$ cat config.mk
export PLATFORM = sky130hd
export DESIGN_NAME = cp0_intc
export DESIGN_NICKNAME = d
export VERILOG_FILES = /design/src/rtl/cp0_pkg.sv /design/src/rtl/cp0_timer.sv /design/src/rtl/cp0_intc.sv
export SDC_FILE = /design/constraint.sdc
export NUM_CORES = 1
export LEC_CHECK = 0
export CAP_MARGIN = 20
export CORE_MARGIN = 10
export CORE_UTILIZATION = 40
export CTS_BUF_LIST = sky130_fd_sc_hd__clkbuf_8
export DETAILED_ROUTE_END_ITERATION = 16
export PLACE_DENSITY = 0.68
export SYNTH_ARGS = -nofsm -noshare
export SYNTH_HDL_FRONTEND = slang
export SYNTH_SLANG_ARGS = --single-unit
$ cat constraint.sdc
create_clock -name clk -period 2.4 [get_ports clk]
set_input_delay 0.48 -clock clk [delete_from_list [all_inputs] [get_ports clk]]
set_output_delay 0.48 -clock clk [all_outputs]
set_load 0.02 [all_outputs]
$ cat src/rtl/cp0_pkg.sv
// Shared constants for the coprocessor-0 interrupt controller: register numbers,
// SR/Cause bit positions and exception codes.
package cp0_pkg;

    localparam logic [4:0] REG_COUNT   = 5'd9;
    localparam logic [4:0] REG_COMPARE = 5'd11;
    localparam logic [4:0] REG_SR      = 5'd12;
    localparam logic [4:0] REG_CAUSE   = 5'd13;
    localparam logic [4:0] REG_EPC     = 5'd14;
    localparam logic [4:0] REG_PRID    = 5'd15;

    localparam int SR_IE         = 0;
    localparam int SR_EXL        = 1;
    localparam int SR_IM_LSB     = 8;
    localparam int CAUSE_EXC_LSB = 2;
    localparam int CAUSE_IP_LSB  = 8;
    localparam int CAUSE_TI      = 30;
    localparam int CAUSE_BD      = 31;

    typedef enum logic [4:0] {
        EXC_INT  = 5'd0,
        EXC_ADEL = 5'd4,
        EXC_ADES = 5'd5,
        EXC_RI   = 5'd10,
        EXC_OV   = 5'd12
    } exc_code_t;

endpackage

$ cat src/rtl/cp0_timer.sv
// Count/Compare timer; ti latches when Count matches Compare and clears on a Compare write.
module cp0_timer (
    input  logic        clk,
    input  logic        reset,
    input  logic        we_count,
    input  logic        we_compare,
    input  logic [31:0] din,
    output logic [31:0] count,
    output logic [31:0] compare,
    output logic        ti
);

    // Free-running counter, compare register and sticky match flag
    always_ff @(posedge clk) begin
        if (!reset) begin
            count   <= 32'd0;
            compare <= 32'd0;
            ti      <= 1'b0;
        end else begin
            count   <= we_count ? din : count + 32'd1;
            compare <= we_compare ? din : compare;
            // A Compare write acknowledges the timer even if a match lands the same edge
            if (we_compare) begin
                ti <= 1'b0;
            end else if (count == compare) begin
                ti <= 1'b1;
            end else begin
                ti <= ti;
            end
        end
    end

endmodule

$ cat src/rtl/cp0_intc.sv
// Coprocessor 0 with level/edge hardware interrupts, internal timer interrupt and
// priority-encoded interrupt ID; raises req beside the M stage.
module cp0_intc
    import cp0_pkg::*;
#(
    parameter int               N_HW      = 6,
    parameter logic [N_HW-1:0]  EDGE_MASK = '0,
    parameter logic [31:0]      PRID      = 32'h0050_5249
) (
    input  logic            clk,
    input  logic            reset,
    input  logic            we,
    input  logic [4:0]      addr,
    input  logic [31:0]     din,
    output logic [31:0]     dout,
    input  logic [31:0]     pc,
    input  logic            bd_in,
    input  logic [4:0]      exc_code_in,
    input  logic [N_HW-1:0] hw_int,
    input  logic            eret,
    output logic            req,
    output logic [31:0]     epc,
    output logic [2:0]      int_id
);

    localparam int NL = N_HW + 1;

    logic [31:0]     count_s;
    logic [31:0]     compare_s;
    logic            ti_s;
    logic [NL-1:0]   im_r;
    logic            exl_r;
    logic            ie_r;
    logic            bd_r;
    logic [4:0]      exc_code_r;
    logic [NL-1:0]   ip_r;
    logic [N_HW-1:0] hw_prev_r;
    logic [31:0]     epc_r;
    logic [NL-1:0]   pend_s;
    logic [NL-1:0]   ip_next_s;
    logic            int_req_s;
    logic            exc_req_s;
    logic            req_s;
    logic            wr_en_s;
    logic            cause_we_s;
    logic [31:0]     sr_s;
    logic [31:0]     cause_s;
    logic [2:0]      int_id_s;

    assign pend_s     = ip_r & im_r;
    assign int_req_s  = (|pend_s) & ie_r & ~exl_r;
    assign exc_req_s  = (exc_code_in != 5'd0) & ~exl_r;
    assign req_s      = reset & (int_req_s | exc_req_s);
    // An accepted exception swallows any mtc0 in the same cycle
    assign wr_en_s    = we & ~req_s;
    assign cause_we_s = wr_en_s & (addr == REG_CAUSE);

    assign req    = req_s;
    assign epc    = epc_r;
    assign int_id = int_id_s;

    cp0_timer u_timer (
        .clk        (clk),
        .reset      (reset),
        .we_count   (wr_en_s & (addr == REG_COUNT)),
        .we_compare (wr_en_s & (addr == REG_COMPARE)),
        .din        (din),
        .count      (count_s),
        .compare    (compare_s),
        .ti         (ti_s)
    );

    // Next pending vector: level lines follow the pin, edge lines are sticky until cleared by software
    always_comb begin
        ip_next_s = '0;
        for (int i = 0; i < N_HW; i++) begin
            if (EDGE_MASK[i]) begin
                ip_next_s[i] = (hw_int[i] & ~hw_prev_r[i])
                             | (ip_r[i] & ~(cause_we_s & ~din[CAUSE_IP_LSB + i]));
            end else begin
                ip_next_s[i] = hw_int[i];
            end
        end
        ip_next_s[N_HW] = ti_s;
    end

    // Lowest-numbered enabled pending line wins
    always_comb begin
        int_id_s = 3'd0;
        for (int i = NL - 1; i >= 0; i--) begin
            int_id_s = pend_s[i] ? 3'(i) : int_id_s;
        end
    end

    // Read-side assembly of SR/Cause and the mfc0 mux
    always_comb begin
        sr_s                     = 32'd0;
        sr_s[SR_IM_LSB +: NL]    = im_r;
        sr_s[SR_EXL]             = exl_r;
        sr_s[SR_IE]              = ie_r;
        cause_s                  = 32'd0;
        cause_s[CAUSE_BD]        = bd_r;
        cause_s[CAUSE_TI]        = ti_s;
        cause_s[CAUSE_IP_LSB +: NL] = ip_r;
        cause_s[CAUSE_EXC_LSB +: 5] = exc_code_r;
        case (addr)
            REG_COUNT:   dout = count_s;
            REG_COMPARE: dout = compare_s;
            REG_SR:      dout = sr_s;
            REG_CAUSE:   dout = cause_s;
            REG_EPC:     dout = epc_r;
            REG_PRID:    dout = PRID;
            default:     dout = 32'd0;
        endcase
    end

    // Architectural state: pending lines always advance; req beats mtc0 beats eret
    always_ff @(posedge clk) begin
        if (!reset) begin
            im_r       <= '0;
            exl_r      <= 1'b0;
            ie_r       <= 1'b0;
            bd_r       <= 1'b0;
            exc_code_r <= 5'd0;
            ip_r       <= '0;
            hw_prev_r  <= '0;
            epc_r      <= 32'd0;
        end else begin
            hw_prev_r <= hw_int;
            ip_r      <= ip_next_s;
            if (req_s) begin
                exc_code_r <= int_req_s ? EXC_INT : exc_code_in;
                bd_r       <= bd_in;
                epc_r      <= bd_in ? (pc - 32'd4) : pc;
                exl_r      <= 1'b1;
            end else if (we) begin
                case (addr)
                    REG_SR: begin
                        im_r  <= din[SR_IM_LSB +: NL];
                        exl_r <= din[SR_EXL];
                        ie_r  <= din[SR_IE];
                    end
                    REG_EPC: epc_r <= {din[31:2], 2'b00};
                    default: ;
                endcase
            end else if (eret) begin
                exl_r <= 1'b0;
            end
        end
    end

endmodule

==> results of run 1 <==
[synthesized netlist by cell type, types with 3 or more instances]
cell type and instances:
a222oi_1 22, nor2_1 26, or4_1 9, xnor2_1 66, clkbuf_1 78, nand2_1 47
nor3_1 40, a31oi_1 3, xor2_1 20, nand3_1 75, dfxtp_1 119, nor4_1 9
a311oi_1 9, o31ai_1 15, a211oi_1 47, nand3b_1 3, a22oi_1 26, and2_1 8
inv_1 22, mux2_2 5, and3_1 22, nand4_1 24, a32o_1 4, or3_1 9
o21ai_0 45, a21oi_1 68
[cells by family (layout without fill, tap and decap cells)]
family          after synthesis  count (layout)  synth area share
xor+xnor                     87              87            0.1127
compound gates              251             251            0.2462
flops                       119             119            0.3490
mux                           7               7           0.01118
simple gates                284             284            0.2198
fa+ha+maj                     2               2          0.003666
buf+inv                     104             342           0.05738
[power breakdown]
| group | switching, uW | internal [uW] | total (uW) | leakage (uW) |
|---|---|---|---|---|
| sequential | 112 | 2060 | 2170 | 0.000973 |
| clock | 914 | 1020 | 1940 | 0.000182 |
| combinational | 489 | 457 | 946 | 0.00257 |
[final timing paths]
kind	endpoint	slack (ns)	cells after the start
worst max register to register	u_timer.count[29]$_SDFF_PN0_	0.23	5
worst min-delay path	bd_r$_SDFFE_PN0N_	0.48	2
worst min register to register	bd_r$_SDFFE_PN0N_	0.48	2
worst max-delay path	req	0.05	5
[final cells by class]
cell class | count | area share
Multi-Input combinational cell | 631 | 0.4155
Timing Repair Buffer | 287 | 0.2675
Sequential cell | 119 | 0.2391
Tap cell | 220 | 0.02759
Clock buffer | 17 | 0.02345
Clock inverter | 15 | 0.01818
Inverter | 23 | 0.008652
[registers in the layout, indices dropped and copies added, names as in the netlist]
| name | cells |
|---|---|
| epc | 32 |
| u_timer.compare | 32 |
| u_timer.count | 32 |
| im_r | 7 |
| ip_r | 7 |
| exc_code_r | 5 |
| bd_r | 1 |
| exl_r | 1 |
| ie_r | 1 |
| u_timer.ti | 1 |
[layer usage]
metal | track usage | vias to the layer above
met5 | 0 | -
met4 | 0.1150 | 0
met3 | 0.05852 | 73
met2 | 0.3962 | 466
met1 | 0.3058 | 3712
li1 | - | 3662
[critical path, cell delays in order, from the launching register on]
cell      delay, ns
dfxtp_1        0.35
a222oi_1       0.44
buf_4          0.20
a31o_2         0.18
nand2_1        0.10
buf_6          0.15
[timing repair]
| action | 4_1_cts | 5_1_grt |
|---|---|---|
| pin swaps | 19 | 3 |
| cloned | 4 | 0 |
| buffers inserted | 12 | 0 |
| resized for setup | 166 | 20 |
| endpoints found under the setup margin | 36 | 48 |
[stage by stage]
step / cell area (sq um) / worst slack [ns] / utilization / hold WS, ns / total power [uW]
5_1_grt: 9978 / -0.01707 / 0.5996 / 0.4892 / 5202
6_report: 9978 / 0.05329 / 0.5996 / 0.4806 / 5056
3_5_place_dp: 9443 / -0.6925 / 0.5674 / 0.4779 / 3124
2_1_floorplan: 6825 / -0.04545 / - / 0.4368 / 2538
3_3_place_gp: 9443 / -0.6721 / 0.5674 / 0.4733 / 3119
4_1_cts: 9965 / -0.02642 / 0.5988 / 0.4610 / 5040
==> impl_metrics.csv, run 1 <==
group,metric,value,unit
finish,layout.cells.most_common_list,"dfxtp_1, buf_4, clkdlybuf4s50_1",
sta,time_the_worst_path_needs_with_i_o_delays_and_setup,2.347,ns
drt,dr.max_layer_used,"met4",
sta,fmax,426.1,MHz
synthesis,asr_flop_ratio_synth,0,
cts,tritoncts,"built",
sta,worstMarginPinSlew,0.4391,ns
critical_path,critPathArrivalTime,1.87,ns
drt,detailroute.wirelength.met2,13490,um
synthesis,synthesis.yosys.warnings,0,
global_route,globalRouteTotalUtil,0.2467,
outcome,run_status,"complete, no violations",
synthesis,mappedNetlistNets,941,
die,chipHeight,150.6,um
critical_path,startpoint_type,"flop",
job,count_of_max_cap_constraint_violations,0,
global_route,grt_pass1_wl,43570,um
sta,grt_setup_unrepaired,"yes",
drt,wl_per_cell,22.02,um
power_and_ir_drop,power_density,506.7,nW/um^2
die,io_pins,153,
synthesis,ys_ff_latch,119,
global_route,grt_pass1_vias,7785,
drt,drt_drc_violations_left,0,
finish,final_layout_size_suffix_gt1_frac,0.2161,
synthesis,synthesis.area,6825,sq um
worst_hold_path,hold_path.class,"flop to flop",
finish,layout_cells_excl_fill,1312,
synthesis,syn_inst,854,
sta,layout_skew,0.008922,ns
cts,clock_tree.buffer_depth,2,
power_and_ir_drop,static-leakage-power,0.003729,uW
drt,wirelength,28890,um
power_and_ir_drop,peakVddDrop,0.3515,mV
finish,nets,1166,
sta,timing.slew.headroom,0.7072,
synthesis,synth_largest_area_cell,"dfxtp_1",
critical_path,worst_setup_path_start,"im_r[5]$_SDFFE_PN0P_",
die,initial_utilization,0.4101,
cts,worst_skew_pair.late_latency,0.45,ns
drt,detailed_route_via_count,7913,
cts,cts.reportedPaths.clkPinSlew,0.08,ns
global_route,grt_max_degree,39,
drt,detail-route-antenna-nets,0,
worst_hold_path,min-delay-start,"bd_r$_SDFFE_PN0N_",
sta,setup_tns_after_final_layout,0,ns
die,floorplan.rows,47,
die,die_area,22690,sq um
synthesis,seq_area_frac_synth,0.3490,
drt,drt-met1-wl,11190,um
global_route,grt_antenna_before_repair,0,
finish,multi_input_comb_area,4146,sq um
cts,cts-buffers-inserted,17,
global_route,globalRoute.totalOverflow,0,
drt,initialDrtViolationCount,1031,
placed_design,dp.final_hpwl,21720,um
placed_design,finalWeightedCongestion,0.9646,
sta,post-route-period-util,0.9778,
finish,layout.area.seq,2386,sq um
synthesis,largest_cells_by_area_after_synthesis,"dfxtp_1, xnor2_1, nand3_1",
sta,finalSetupViolations,0,
placed_design,post-place-cells,1264,
synthesis,synth-edff-count,0,
die,placeableCoreArea,16640,sq um
critical_path,regToRegStartpoint,"u_timer.count[10]$_SDFF_PN0_",
critical_path,worst-endpoint-required,1.92,ns
drt,via_per_inst,6.031,
synthesis,synth_flop_cell,"dfxtp_1",
critical_path,critical_path_class,"flop to primary output",
cts,clock-sinks,119,
finish,n_fill_cell,1520,
critical_path,worst-path-max-fanout,5,
synthesis,synth.top_cell.area_share,0.3490,
cts,hold_buffers,0,
critical_path,critical_path.endpoint_type,"primary output",
synthesis,post_synth.cell_area_avg,7.992,sq um
finish,antenna_cells_inserted,0,
finish,most_frequent_standard_cell_in_the_layout_excluding_fill_and_tap_cells,"dfxtp_1",
sta,final_max_slew_viol_count,0,
die,floorplan.die.width,150.6,um
drt,wl_met3,3132,um
placed_design,port_buffers,152,
cts,clockRootBuffer,"clkbuf_8",
sta,hold_viol_final,0,
synthesis,ys_types,50,
cts,htreeDepth,4,
finish,synthToLayoutAreaGrowth,46.20,%
drt,firstDrtPassIters,6,
Note: power is estimated with default switching activity, not from simulation.
==> run 2, diff against run 1 <==
- PLACE_DENSITY: 0.68 -> default
- PLACE_DENSITY_LB_ADDON: default -> 0.12
==> run 2 against run 1 <==
Cell count increased by 0.84%. Die area unchanged. Global-route usage increased by 0.22 points. Non-clock buffer count increased by 12.
==> impl_metrics.csv, run 2 (synthesized netlist as in run 1, its figures left out) <==
group,metric,value,unit
die,chipHeight,150.6,um
drt,initialDrtViolationCount,1141,
drt,firstDrtPassIters,6,
sta,setup_tns_after_final_layout,0,ns
cts,clock_tree.buffer_depth,2,
placed_design,port_buffers,152,
cts,cts-buffers-inserted,17,
sta,fin_hold_ws,0.4611,ns
worst_hold_path,hold_path.class,"flop to flop",
critical_path,critPathTopFamily,"simple AND/OR/NAND/NOR gates",
die,die_area,22690,sq um
critical_path,critical_path.cell_chain,"dlygate4sd2_1 > or4_4 > o211ai_1 > nand2_2 > buf_6",
sta,fmax,428.2,MHz
sta,hold_viol_final,0,
placed_design,dp.final_hpwl,21770,um
finish,most_frequent_standard_cell_in_the_layout_excluding_fill_and_tap_cells,"buf_4",
power_and_ir_drop,net_switching_power_figure,1428,uW
power_and_ir_drop,static-leakage-power,0.003816,uW
critical_path,critical_path.endpoint_type,"primary output",
drt,drt_drc_violations_left,0,
finish,final_layout_size_suffix_gt1_frac,0.2203,
drt,wl_per_cell,21.65,um
critical_path,worst-path-max-fanout,2,
critical_path,critical-path-max-stage-delay,0.54,ns
global_route,globalRoute.totalOverflow,0,
job,count_of_max_cap_constraint_violations,0,
power_and_ir_drop,seq_power_share,0.416,
critical_path,cp.depth,5,
finish,layout.cells.most_common_list,"buf_4, dfxtp_1, clkdlybuf4s50_1",
cts,clockRootBuffer,"clkbuf_8",
drt,detailed_route_via_count,7853,
sta,final_max_slew_viol_count,0,
drt,detail-route-antenna-nets,0,
global_route,grt_antenna_before_repair,0,
critical_path,critPathArrivalTime,1.86,ns
critical_path,worst-endpoint-required,1.92,ns
critical_path,startpoint_type,"input port",
drt,wirelength,28650,um
die,floorplan.die.width,150.6,um
power_and_ir_drop,clock_power_share,0.402,
critical_path,worst_r2r_path_depth,5,
critical_path,worstPathBufferInverterCount,2,
worst_hold_path,min_path_cells,2,
finish,n_fill_cell,1536,
die,placeableCoreArea,16640,sq um
finish,antenna_cells_inserted,0,
power_and_ir_drop,peakVddDrop,0.3720,mV
cts,cts.reportedPaths.clkPinSlew,0.07,ns
placed_design,finalWeightedCongestion,0.9385,
sta,finalSetupViolations,0,
global_route,globalRouteTotalUtil,0.2489,
cts,htreeDepth,4,
finish,nets,1178,
sta,timing.slew.headroom,0.7022,
global_route,grt_max_degree,39,
power_and_ir_drop,comb_power_share,0.182,
critical_path,cpMaxStageDelayCell,"or4_4",
power_and_ir_drop,power.switching_fraction,0.2748,
sta,post-route-period-util,0.9731,
cts,tritoncts,"built",
die,initial_utilization,0.4101,
sta,time_the_worst_path_needs_with_i_o_delays_and_setup,2.335,ns
critical_path,critical_path_class,"input port to primary output",
cts,worst_skew_pair.late_latency,0.46,ns
sta,worstMarginPinSlew,0.4466,ns
cts,hold_buffers,0,
die,io_pins,153,
finish,synthToLayoutAreaGrowth,46.89,%
power_and_ir_drop,power_density,518.4,nW/um^2
power_and_ir_drop,internal_power,3769,uW
sta,layout_skew,0.009307,ns
global_route,grt_pass1_wl,43680,um
die,floorplan.rows,47,
global_route,grt_pass1_vias,7598,
drt,via_per_inst,5.936,
outcome,run_status,"complete, no violations",
cts,clock-sinks,119,
[run 2: power groups by stage]
| stage | clock network, uW | logic, uW | registers [uW] |
|---|---|---|---|
| floorplan | 0 | 318 | 2220 |
| global placement | 0 | 914 | 2200 |
| detailed placement | 0 | 918 | 2200 |
| CTS | 2100 | 936 | 2160 |
| global route | 2180 | 1000 | 2170 |
| finish | 2090 | 945 | 2160 |
[run 2: final cells by class]
type	instances	area (sq um)	share of cell area
tap	220	275.3	0.02746
sequential	119	2382	0.2376
clock inverter	9	147.6	0.01473
inverter	23	86.33	0.008611
clock buffer	22	302.8	0.03020
timing repair buffer	299	2675	0.2668
multi-input combinational	631	4156	0.4146
[run 2: worst paths after layout]
| path | from | endpoint | slack [ns] |
|---|---|---|---|
| worst max-delay path | exc_code_in[3] | req | 0.06 |
| worst min register to register | bd_r$_SDFFE_PN0N_ | bd_r$_SDFFE_PN0N_ | 0.46 |
| worst max register to register | u_timer.count[11]$_SDFF_PN0_ | u_timer.count[29]$_SDFF_PN0_ | 0.28 |
| worst min-delay path | bd_r$_SDFFE_PN0N_ | bd_r$_SDFFE_PN0N_ | 0.46 |
[run 2: through the flow]
step | std cells | cell area (sq um) | worst slack [ns] | total power [uW] | utilization
after floorplan | 854 | 6825 | -0.04545 | 2538 | -
after global placement | 1275 | 9500 | -0.6448 | 3117 | 0.5709
after detailed placement | 1275 | 9500 | -0.6729 | 3120 | 0.5709
after CTS | 1321 | 10050 | 0.01581 | 5199 | 0.6042
after global routing | 1323 | 10030 | -0.02084 | 5351 | 0.6024
final | 1323 | 10030 | 0.06461 | 5197 | 0.6024
[run 2: tightest hold or removal path, stage by stage (launching register included)]
cell and delay [ns]:
dfxtp_1 0.31, nand2_1 0.05, a21oi_1 0.05
[run 2: timing repair]
item,in CTS,in global routing
buffers inserted,15,5
endpoints found under the setup margin,36,16
cloned,2,0
gates resized for setup,178,16
pin swaps,15,7
[run 2: routing by layer]
metal,GRT usage,wire (um),up-vias
met3,0.06032,2943,47
met5,0,0,-
met2,0.3847,13100,457
met4,0.07652,681,0
li1,-,-,3690
met1,0.3348,11920,3659
==> run 3, diff against run 2 <==
- CORE_MARGIN: 10 -> default
==> run 3 against run 2 <==
Wire length down 2.7%. Via count up 2.2%. Global-route usage up 6.4 points. Critical path type unchanged. Largest cell class unchanged. Largest power group unchanged. Highest routed layer unchanged.
==> impl_metrics.csv, run 3 (synthesized netlist as in run 1, its figures left out) <==
group,metric,value,unit
finish,most_frequent_standard_cell_in_the_layout_excluding_fill_and_tap_cells,"buf_4",
power_and_ir_drop,clock_power_share,0.383,
critical_path,critPathArrivalTime,1.90,ns
die,floorplan.die.width,132.6,um
critical_path,worstPathBufferInverterCount,7,
worst_hold_path,min-delay-start,"exc_code_in[1]",
critical_path,critical_path.cell_chain,"clkbuf_2 > nand2b_4 > buf_6 > nor3_4 > buf_4 > buf_6 > buf_16 > a222oi_1 > inv_1 > buf_6",
cts,clock_tree.buffer_depth,2,
critical_path,critPathTopFamily,"buffers and inverters",
worst_hold_path,hold_path.class,"input port to flop",
sta,final_max_slew_viol_count,0,
power_and_ir_drop,power.switching_fraction,0.2976,
sta,grt_setup_unrepaired,"yes",
cts,tritoncts,"built",
outcome,run_status,"complete, no violations",
drt,wirelength,27880,um
drt,detailed_route_via_count,8022,
power_and_ir_drop,net_switching_power_figure,1506,uW
cts,worst_skew_pair.late_latency,0.46,ns
finish,final_layout_size_suffix_gt1_frac,0.2270,
die,chipHeight,132.6,um
global_route,grt_antenna_before_repair,0,
cts,clockRootBuffer,"clkbuf_8",
power_and_ir_drop,power_density,498.2,nW/um^2
power_and_ir_drop,static-leakage-power,0.003847,uW
die,placeableCoreArea,16640,sq um
cts,clock-sinks,119,
power_and_ir_drop,peakVddDrop,0.3472,mV
job,count_of_max_cap_constraint_violations,0,
critical_path,worst-endpoint-required,1.92,ns
placed_design,finalWeightedCongestion,0.9220,
finish,layout.core_utilization,0.6103,
sta,worstMarginPinSlew,0.4265,ns
critical_path,critical-path-max-stage-delay,0.44,ns
sta,fmax,419.6,MHz
die,initial_utilization,0.4101,
finish,multi_input_comb_area,4179,sq um
cts,htreeDepth,4,
critical_path,cpMaxStageDelayCell,"a222oi_1",
critical_path,worst-path-max-fanout,13,
placed_design,dp.final_hpwl,20400,um
sta,time_the_worst_path_needs_with_i_o_delays_and_setup,2.383,ns
drt,wl_per_cell,20.96,um
critical_path,worst_setup_path_start,"addr[4]",
drt,via_per_inst,6.032,
sta,layout_skew,0.009257,ns
critical_path,startpoint_type,"input port",
drt,detail-route-antenna-nets,0,
finish,synthToLayoutAreaGrowth,48.82,%
finish,antenna_cells_inserted,0,
sta,finalSetupViolations,0,
global_route,globalRoute.totalOverflow,0,
power_and_ir_drop,internal_power,3555,uW
cts,cts-buffers-inserted,17,
drt,drt_drc_violations_left,0,
finish,layout_cells_excl_fill,1330,
finish,nets,1184,
placed_design,post-place-cells,1267,
global_route,globalRouteTotalUtil,0.3129,
sta,fin_hold_ws,0.4715,ns
power_and_ir_drop,seq_power_share,0.428,
power_and_ir_drop,total_power,5061,uW
critical_path,regToRegStartpoint,"u_timer.count[10]$_SDFF_PN0_",
finish,layout.area.seq,2382,sq um
critical_path,critical_path_class,"input port to primary output",
sta,hold_viol_final,0,
sta,post-route-period-util,0.9930,
die,die_area,17590,sq um
placed_design,port_buffers,152,
critical_path,critical_path.endpoint_type,"primary output",
critical_path,critical_path.most_common_cell,"buf_6",
sta,setup_tns_after_final_layout,0,ns
global_route,grt_pass1_vias,7324,
finish,n_fill_cell,1532,
global_route,grt_max_degree,40,
cts,hold_buffers,0,
die,floorplan.rows,47,
die,io_pins,153,
drt,firstDrtPassIters,7,
finish,layout.cells.most_common_list,"buf_4, dfxtp_1, clkdlybuf4s50_1",
drt,initialDrtViolationCount,866,
sta,timing.slew.headroom,0.7157,
global_route,grt_pass1_wl,42010,um
power_and_ir_drop,comb_power_share,0.189,
cts,cts.reportedPaths.clkPinSlew,0.08,ns
## run 3: changes by cell type in the layout (fill, tap and decap cells not counted), moves of 3 or more
cell,before,now
clkbuf_8,22,17
buf_6,9,12
clkinv_4,0,5
buf_2,25,21
## run 3: worst min-delay path, delay by kind of cell
family	cells	cell delay (ns)
AO/OA/AOI/OAI	1	0.10
buffers and inverters	2	0.32
## run 3: what timing repair did
| item | in CTS | in global routing |
|---|---|---|
| setup buffers | 20 | 7 |
| cloned | 4 | 1 |
| gates resized for setup | 166 | 24 |
| pin swaps | 17 | 7 |
| endpoints found under the setup margin | 36 | 32 |
## run 3: layer usage
metal	vias up	track usage	share of wire
li1	3701	-	-
met1	3810	0.4261	0.42
met2	454	0.4766	0.45
met3	57	0.07778	0.10
met4	0	0.1143	0.028
met5	-	0	0
## run 3: area by class of cell
class | instances | area share
repair buffers | 304 | 0.2775
clock buffers | 17 | 0.02304
well taps | 220 | 0.02710
flip-flops and latches | 119 | 0.2345
multi-input cells | 632 | 0.4114
inverters | 23 | 0.008500
clock inverters | 15 | 0.01786
## run 3: worst paths after layout
| check | end | slack [ns] | cells after the start |
|---|---|---|---|
| hold reg to reg | bd_r$_SDFFE_PN0N_ | 0.49 | 2 |
| setup reg to reg | u_timer.count[29]$_SDFF_PN0_ | 0.22 | 5 |
| setup / recovery | dout[17] | 0.02 | 10 |
| hold / removal | exc_code_r[1]$_SDFFE_PN0N_ | 0.47 | 3 |
## run 3: through the flow
step / worst slack (ns) / area, sq um
after floorplan: -0.04545 / 6825
after global placement: -0.7015 / 9453
after detailed placement: -0.7101 / 9453
after CTS: -0.04421 / 10040
after global routing: -0.004985 / 10160
final: 0.01677 / 10160
## run 3: power by group through the flow
stage	Sequential, uW	Clock [uW]	Combinational, uW
6_report	2170	1940	958
5_1_grt	2170	2050	1010
4_1_cts	2160	1940	931
3_5_place_dp	2210	0	904
3_3_place_gp	2210	0	902
2_1_floorplan	2220	0	318
